$ cat config.mk
export PLATFORM = sky130hd
export DESIGN_NAME = div_sp_norm_round
export DESIGN_NICKNAME = d
export VERILOG_FILES = /design/src/rtl/div_sp_pkg.sv /design/src/rtl/div_sp_rne_pack.sv /design/src/rtl/div_sp_norm_round.sv
export SDC_FILE = /design/constraint.sdc
export NUM_CORES = 1
export LEC_CHECK = 0
export ABC_AREA = 1
export CELL_PAD_IN_SITES_DETAIL_PLACEMENT = 0
export CELL_PAD_IN_SITES_GLOBAL_PLACEMENT = 2
export CORE_MARGIN = 2
export CORE_UTILIZATION = 30
export CTS_CLUSTER_SIZE = 25
export DETAILED_ROUTE_END_ITERATION = 12
export PLACE_DENSITY = 0.91
export SLEW_MARGIN = 0
export SYNTH_ARGS = -nofsm -noshare
export SYNTH_HDL_FRONTEND = slang
export SYNTH_SLANG_ARGS = --single-unit
$ cat constraint.sdc
create_clock -name clk -period 4.3 [get_ports clk]
set_clock_uncertainty 0.2 [all_clocks]
set_input_delay 0.86 -clock clk [delete_from_list [all_inputs] [get_ports clk]]
set_output_delay 0.86 -clock clk [all_outputs]
set_load 0.005 [all_outputs]
$ cat src/rtl/div_sp_pkg.sv
// Shared constants and types for the single-precision divider and its
// normalize/round/pack back end.
package div_sp_pkg;

  localparam int          BIAS         = 127;
  localparam logic [7:0]  EXP_ALL_ONES = 8'hFF;
  localparam logic [31:0] QNAN         = 32'h7FC0_0000;

  localparam logic [1:0] SPC_NORM = 2'b00;
  localparam logic [1:0] SPC_ZERO = 2'b01;
  localparam logic [1:0] SPC_INF  = 2'b10;
  localparam logic [1:0] SPC_NAN  = 2'b11;

  typedef enum logic [1:0] {
    S_IDLE,
    S_NORM,
    S_ROUND,
    S_OUT
  } div_sp_state_t;

endpackage

$ cat src/rtl/div_sp_rne_pack.sv
// Round-to-nearest-even and IEEE-754 single pack of a normalized mantissa.
// Overflow saturates to infinity; results below the normal range flush to zero.
module div_sp_rne_pack
  import div_sp_pkg::*;
#(
  parameter int EXP_W    = 10,
  parameter int EXP_BIAS = div_sp_pkg::BIAS
) (
  input  logic                     sign,
  input  logic signed [EXP_W:0]    exp,
  input  logic        [26:0]       mant,
  input  logic                     sticky,
  output logic        [31:0]       z
);

  localparam int BW = EXP_W + 2;
  localparam logic signed [BW-1:0] BIAS_X = BW'(EXP_BIAS);
  localparam logic signed [BW-1:0] BE_MAX = BW'(255);

  logic              lsb, grd, stk, up;
  logic [24:0]       r;
  logic [22:0]       frac;
  logic signed [BW-1:0] exp_x, inc, be;

  always_comb begin
    lsb   = mant[3];
    grd   = mant[2];
    stk   = mant[1] | mant[0] | sticky;
    up    = grd & (stk | lsb);
    r     = {1'b0, mant[26:3]} + {24'd0, up};
    // a carry out of the rounding add renormalizes by one place
    frac  = r[24] ? r[23:1] : r[22:0];
    exp_x = {exp[EXP_W], exp};
    inc   = {{(BW-1){1'b0}}, r[24]};
    be    = exp_x + inc + BIAS_X;
    z     = {sign, be[7:0], frac};
    if (be >= BE_MAX)
      z = {sign, EXP_ALL_ONES, 23'd0};
    else if (be[BW-1] || be == '0)
      z = {sign, 31'd0};
  end

endmodule

$ cat src/rtl/div_sp_norm_round.sv
// Post-divide stage: normalizes the raw quotient one bit per cycle, rounds
// to nearest-even and holds the packed single until downstream takes it.
module div_sp_norm_round
  import div_sp_pkg::*;
#(
  parameter int          BIAS  = div_sp_pkg::BIAS,
  parameter int          EXP_W = 10,
  parameter logic [31:0] QNAN  = div_sp_pkg::QNAN
) (
  input  logic             clk,
  input  logic             reset,
  input  logic             i_valid,
  output logic             o_ready,
  input  logic             i_sign,
  input  logic [EXP_W-1:0] i_exp,
  input  logic [26:0]      i_mant,
  input  logic             i_sticky,
  input  logic [1:0]       i_special,
  output logic             o_valid,
  input  logic             i_ready,
  output logic [31:0]      o_z
);

  typedef struct packed {
    logic             sign;
    logic [EXP_W:0]   exp;
    logic [26:0]      mant;
    logic             sticky;
  } op_t;

  div_sp_state_t state;
  op_t           op_q;
  logic [31:0]   pack_z;

  assign o_ready = (state == S_IDLE);

  div_sp_rne_pack #(.EXP_W(EXP_W), .EXP_BIAS(BIAS)) u_pack (
    .sign   (op_q.sign),
    .exp    ($signed(op_q.exp)),
    .mant   (op_q.mant),
    .sticky (op_q.sticky),
    .z      (pack_z)
  );

  always_ff @(posedge clk or posedge reset) begin
    if (reset) begin
      state   <= S_IDLE;
      op_q    <= '0;
      o_z     <= '0;
      o_valid <= 1'b0;
    end else begin
      case (state)
        S_IDLE: if (i_valid) begin
          op_q <= '{sign: i_sign, exp: {i_exp[EXP_W-1], i_exp},
                    mant: i_mant, sticky: i_sticky};
          case (i_special)
            SPC_ZERO: begin
              o_z <= {i_sign, 31'd0};
              o_valid <= 1'b1;
              state <= S_OUT;
            end
            SPC_INF: begin
              o_z <= {i_sign, EXP_ALL_ONES, 23'd0};
              o_valid <= 1'b1;
              state <= S_OUT;
            end
            SPC_NAN: begin
              o_z <= QNAN;
              o_valid <= 1'b1;
              state <= S_OUT;
            end
            default: begin
              // a zero quotient would never normalize; short-circuit it
              if (i_mant == '0) begin
                o_z <= {i_sign, 31'd0};
                o_valid <= 1'b1;
                state <= S_OUT;
              end else begin
                state <= S_NORM;
              end
            end
          endcase
        end
        S_NORM: begin
          if (!op_q.mant[26]) begin
            op_q.mant <= op_q.mant << 1;
            op_q.exp  <= op_q.exp - 1'b1;
          end else begin
            state <= S_ROUND;
          end
        end
        S_ROUND: begin
          o_z     <= pack_z;
          o_valid <= 1'b1;
          state   <= S_OUT;
        end
        S_OUT: if (i_ready) begin
          o_valid <= 1'b0;
          state   <= S_IDLE;
        end
        default: state <= S_IDLE;
      endcase
    end
  end

endmodule

* Word-level counts from Yosys, hierarchy flattened
Index checks and enable logic that the tools add are counted.
** Word-level totals
- Output and inout bits :: 34
- Bits of input ports :: 45
- Bits in read-only memories :: 0
- Logic and storage cells :: 64
- Latch bits :: 0
- RAM bits :: 0
- Register bits after elaboration :: 75
- Memories kept :: 0
** Cells by class
- Reduce and logical (&&, ||, !) cells :: 14
- Divide/modulo/power cells :: 0
- $add $sub $neg :: 4
- Mux-type cells :: 21
- Multipliers :: 0
- Shift-type cells :: 0
- Eq/ne operators :: 12
- Bitwise operators :: 4
- Order comparisons :: 1
** Operators by type and width (count)
- one-hot mux 32 bit (3 select lines) :: 1
- one-hot mux 38 bit (2 select lines) :: 1
- 2-to-1 mux 32 bit :: 2
- one-hot mux 32 bit (2 select lines) :: 1
- 2-to-1 mux 31 bit :: 2
- 2-to-1 mux 39 bit :: 1
- 2-to-1 mux 38 bit :: 1
- logical NOT 27 bit :: 1
- adder 24 x 1 -> 25 bit :: 1
- 2-to-1 mux 23 bit :: 1
- adder 11 x 2 -> 12 bit :: 1
- adder 12 x 8 -> 12 bit (second input constant) :: 1
- >= comparator 12 x 9 -> 1 bit (second input constant) :: 1
- logical NOT 12 bit :: 1
- subtractor 11 x 1 -> 11 bit (second input constant) :: 1
- 2-to-1 mux 2 bit :: 5
- AND reduction 3 bit :: 3
- equality test 2 bit (second input constant) :: 4
- inequality test 2 bit (second input constant) :: 4
- one-hot mux 2 bit (4 select lines) :: 1
- inequality test 5 x 1 -> 1 bit (second input constant) :: 1
- equality test 2 x 1 -> 1 bit (second input constant) :: 2
- 2-to-1 mux 1 bit :: 4
- AND reduction 2 bit :: 2
- 10 further kinds :: 13

* Logic depth before layout (Yosys ltp)
- Depth after elaboration :: 12
- Depth in mapped cells :: 27
- Gate-level depth less buffers :: 25

* Modules after synthesis
Synthesis repeated with hierarchy kept, for this count alone.
** Second synthesis, totals
- Cells, all modules :: 793
- Area, all modules :: 5361.4 um2
** By module, submodules not included
- div_sp_norm_round :: area each 3902.5 um2, cells each 505, instances 1
- div_sp_rne_pack :: area each 1458.9 um2, cells each 288, instances 1

* Worst setup path before layout
OpenSTA, ideal clock, no wires.
- Kind :: register -> register
- Start point :: register, netlist name op_q[4]
- End point :: register o_z[17]
- Buffers on the path :: 2
- Data arrival time :: 2.927 ns
- Stages on the path, launching flop included :: 26
- Period minus slack after synthesis :: 3.244 ns
- Setup slack :: 1.056 ns
- Path through :: dfrtp_1 > nand2_1 > inv_1 > ha_1 > nand2_1 > nor2_1 > nand3_1 > inv_1 > nand3_1 > inv_1 > nand2_1 > buf_6 > ha_1 > ha_1 > inv_1 > nor2_1 > nand3_1 > nor2_1 > nand4_2 > nand2_1 > nand2_2 > nand2_1 > nor2_2 > buf_6 > nand2_1 > nand2_1
** Between the ends
- Word-level cells in the longest chain between the ends :: 10
** Ends and longest elaborated chain
- bitwise OR 1 bit :: line div_sp_rne_pack.sv:29 : up = grd & (stk | lsb);
- AND 1 bit :: line div_sp_rne_pack.sv:29
- adder 24 x 1 -> 25 bit (*) :: line div_sp_rne_pack.sv:30 : r = {1'b0, mant[26:3]} + {24'd0, up};
- branches (longest 5 deep; another with adder 11 x 2 -> 12 bit)
- 2-to-1 mux 31 bit (*) :: line div_sp_rne_pack.sv:37 : if (be >= BE_MAX)
- one-hot mux 32 bit (2 select lines) (*) :: line div_sp_norm_round.sv:52 : case (state)
- to (signal assigned) :: line div_sp_norm_round.sv:58 : o_z <= {i_sign, 31'd0};
- to (signal assigned) :: line div_sp_norm_round.sv:63 : o_z <= {i_sign, EXP_ALL_ONES, 23'd0};
- to (signal assigned) :: line div_sp_norm_round.sv:75 : o_z <= {i_sign, 31'd0};
- to (decl) :: line div_sp_norm_round.sv:21 : output logic [31:0] o_z
Mark *: on every way between the ends.
A chain may end at the register's enable or synchronous reset.

* Final worst setup path
- Start point :: register, netlist name op_q[4]
- End point :: register o_z[7]
** Between the ends
- Word-level cells in the longest chain between the ends :: 10
** Ends and longest elaborated chain (line)
- bitwise OR 1 bit :: div_sp_rne_pack.sv:29
- AND 1 bit :: div_sp_rne_pack.sv:29
- adder 24 x 1 -> 25 bit (*) :: div_sp_rne_pack.sv:30
- branches (longest 5 deep; another with adder 11 x 2 -> 12 bit)
- 2-to-1 mux 31 bit (*) :: div_sp_rne_pack.sv:37
- one-hot mux 32 bit (2 select lines) (*) :: div_sp_norm_round.sv:52
Marks and branches as above.

==> impl_results.md <==
- Status: completed
- PwrDens: about 670 nW/um^2
- Largest net degree at the start of global routing: 57
- DR vias: between 4k and 5k
- DRT Wirelength: 14,000 um
- Iteration-0 DRC Markers: approximately 320
- Ys Warns: 0
- Layout area overhead: 26.7%
- Share of layout cells above drive strength 1: 7.41%
- Clock Latency Late Sink: ~0.34 ns
- IO Pins: between 70 and 80
- Drt wl/cell: ~14 um
- Hold path endpoint: o_z[3]
- Buffer levels on the longest clock path: 2
- Core footprint: 16,400 um^2
- Final ANT Viol Nets: 0
- HP Start: o_z[3]
- Post-Place Cell Area: 5990 um^2
- R2R Setup Slk: about 0.6 ns
- Syn Inst Count: between 700 and 800
- Cells after DPL: ~1.0k
- Multiplexer area fraction after synthesis: less than 1%
- Worst hold margin: between 0.2 and 0.3 ns
- Antenna violations before repair: 0
- Clk sink count: 75
- CTS tree: yes
- Period minus WS final: 3.68 ns
- # diodes: 0
- Remaining DRCs: 0
- Final Cell Area: between 6000 and 7000 um^2
- Tightest Pin Transition: between 0.7 and 0.8 ns
- Max IR drop VDD: about 0.00024 V
- Fin Setup TNS: 0 ns
- Type of the worst min-delay path: reg -> reg
- FF-to-FF path depth: 25
- Grt total ovfl: 0
- #FFs+latches synth: 75
- Synth Area in Adders: 2.26%
- Initial DRT Pass Iterations: 4
- Post-DP HPWL: ~11,000 um
- Max-slew headroom: about half
- Peak Freq: ~270 MHz
- Std-Cell Rows: 47
- Post-Syn Nets: between 700 and 800
- CTS Root Cell: clkbuf_16
- Post-synth EDFFs: 0
- Vias per cell: 4.59
- Final setup fails: 0
- Startpoint Class: flip-flop
- Sequential share of the synthesized area: between 30% and 40%
- Overall routing resource usage: 16.3%
- Simple-Gate Fraction of Synth Area: roughly a third
- Htree depth: 3
- First-pass GRT wire length: ~23,000 um
- Data required, critical path: ~4.4 ns
- Hold Path Depth: 2
- Die Area: between 15,000 and 20,000 um^2
- Global placement routability congestion: 0.878
- Post-synth ARST share: 100%
- Worst-path maximum fanout: 20
- Reg2reg end: o_z[7]
- Largest family of logic cells by synthesized area: simple AND/OR/NAND/NOR gates
- Setup crit end kind: flip-flop
- Fin. Hold Viols: 0
- Ys flop type: dfrtp_1
- Fin worst setup slack: roughly 0.6 ns
- Worst-path clk slew: approximately 0.060 ns
- Worst slack, placed: about 0.39 ns
- Synthesized area: ~5000 um^2
- Final period utilization: 85.6%
- Post-Synth XOR/XNOR Area: under 10%
- Vias in the first global route: between 4k and 5k
- RSZ-0062 raised after global routing: false
- FF-to-FF Start: op_q[4]
- Yosys cell types: 37
- Compound-Gate Fraction of Synth Area: about an eighth
- Max-cap violations: 0
- Leakage Power: ~3.0 nW
- Cell Count, Final, Fillers Out: a little over 1k
- Type of the worst setup path: reg -> reg
- Port bufs: ~80
- Avg Cell Area, Syn: slightly below 7 um^2
- Die height: 133 um
- CTS Hold Buffers Added: 0
- Total Nets Final: 860
- Total CTS buffers: 9
- Die Wd: 133 um
- Initial Utilization: 30.4%
- WP data arrival: roughly 3.8 ns
- Post-CTS setup buffers: 0
- Final Max Tran Viols: 0
[state kept, by name, summed over array words and instances (netlist names)]
signal,count
state,2
o_z,32
op_q,40
o_valid,1
[metal layers]
| layer | global-route usage (%) | vias to the layer above | wire, um |
|---|---|---|---|
| li1 | - | 2485 | - |
| met1 | 24.9 | 2128 | 7390 |
| met2 | 23.0 | 97 | 5750 |
| met3 | 2.87 | 13 | 612 |
| met4 | 5.26 | 0 | 220 |
| met5 | 0 | - | 0 |
[per-stage QoR]
step                utilization, %  power [mW]
floorplan                        -        2.67
global placement              36.5        3.42
detailed placement            36.5        3.42
CTS                           38.5        4.25
global route                  38.5        4.62
finish                        38.5        4.22
[cells in the final DEF, fill, tap and decap left out, types with 2 or more instances in the layout]
| master | netlist | layout |
|---|---|---|
| nand2_2 | 6 | 6 |
| buf_4 | 0 | 8 |
| clkinv_2 | 0 | 2 |
| o22ai_1 | 22 | 22 |
| ha_1 | 9 | 9 |
| clkdlybuf4s50_1 | 0 | 78 |
| nand3_2 | 3 | 3 |
| o21ai_0 | 58 | 58 |
| nor2_2 | 6 | 5 |
| xor2_1 | 13 | 13 |
| nand4_1 | 14 | 14 |
| nand3_1 | 41 | 41 |
| a22oi_1 | 6 | 6 |
| nor2_4 | 3 | 4 |
| o21ai_1 | 4 | 4 |
| bufinv_16 | 0 | 2 |
| nor2_1 | 68 | 68 |
| inv_1 | 113 | 112 |
| nand2_1 | 207 | 207 |
| or2_2 | 9 | 9 |
| a21oi_1 | 22 | 22 |
| dfrtp_1 | 75 | 75 |
| nor3_1 | 9 | 9 |
| a32oi_1 | 2 | 2 |
| clkbuf_16 | 0 | 9 |
| nand3b_1 | 3 | 3 |
| inv_2 | 3 | 4 |
[area by class of cell]
cell class                      instances  area, um^2
Timing Repair Buffer                   87         861
Clock inverter                          5        77.6
Tap cell                              220         275
Clock buffer                           10         239
Multi-Input combinational cell        516        2550
Inverter                              117         439
Sequential cell                        75        1880
Fill cell                            1774       10100
[timing repair]
item	in CTS	in global routing
hold endpoints to repair	0	0
gates resized for setup	0	1
endpoints found under the setup margin	0	17
[synthesized netlist by cell type (2+ instances only)]
master | number | share of area, %
a21oi_1 | 22 | 2.2
a22oi_1 | 6 | 0.90
a32oi_1 | 2 | 0.35
buf_2 | 6 | 0.60
buf_6 | 4 | 0.90
clkbuf_1 | 14 | 1.1
dfrtp_1 | 75 | 38
ha_1 | 9 | 2.3
inv_1 | 113 | 8.5
inv_2 | 3 | 0.23
nand2_1 | 207 | 16
nand2_2 | 6 | 0.75
nand3_1 | 41 | 4.1
nand3_2 | 3 | 0.60
nand3b_1 | 3 | 0.45
nand4_1 | 14 | 1.8
nor2_1 | 68 | 5.1
nor2_2 | 6 | 0.75
nor2_4 | 3 | 0.68
nor3_1 | 9 | 0.90
o21ai_0 | 58 | 5.8
o21ai_1 | 4 | 0.40
o22ai_1 | 22 | 2.8
or2_2 | 9 | 1.1
xor2_1 | 13 | 2.3
[worst max path at each step]
stage                 start       to  slack, ns  cells after the start
finish              op_q[4]   o_z[7]       0.62                     25
global route        op_q[4]  o_z[18]       0.18                     25
CTS                 op_q[3]  o_z[18]       0.38                     25
detailed placement  op_q[3]   o_z[7]       0.39                     25
global placement    op_q[4]  o_z[17]       0.49                     25
floorplan           op_q[4]  o_z[17]       1.06                     25
[critical path: stages (launching register included)]
cell	delay, ns
dfrtp_1	0.34
nand2_1	0.07
inv_1	0.09
ha_1	0.18
nand2_1	0.07
nor2_1	0.21
nand3_1	0.15
inv_1	0.12
nand3_1	0.09
inv_1	0.11
nand2_1	0.09
ha_1	0.26
ha_1	0.24
nand2_1	0.11
nor2_2	0.05
nand2_1	0.11
nand2_1	0.07
nand2_1	0.07
nand2_1	0.06
nand3_2	0.09
nand2_2	0.07
nand2_2	0.11
nand2_1	0.09
nor2_4	0.35
nand2_1	0.12
nand2_1	0.08
[kinds of logic (layout without fill, tap and decap cells)]
kind of cell               Yosys count  after routing
buffers and inverters              141            219
adders and majority gates            9              9
AOI/OAI and AO/OA                  119            119
xor gates and xnor gates            14             14
muxes                                1              1
DFF                                 75             75
and+or+nand+nor                    373            373
[where the power goes]
| part | switching [mW] | internal, mW |
|---|---|---|
| Clock | 0.293 | 0.518 |
| Combinational | 1.29 | 0.863 |
| Sequential | 0.254 | 0.998 |
| Total | 1.84 | 2.38 |
Power figures use the tool's default switching activity.
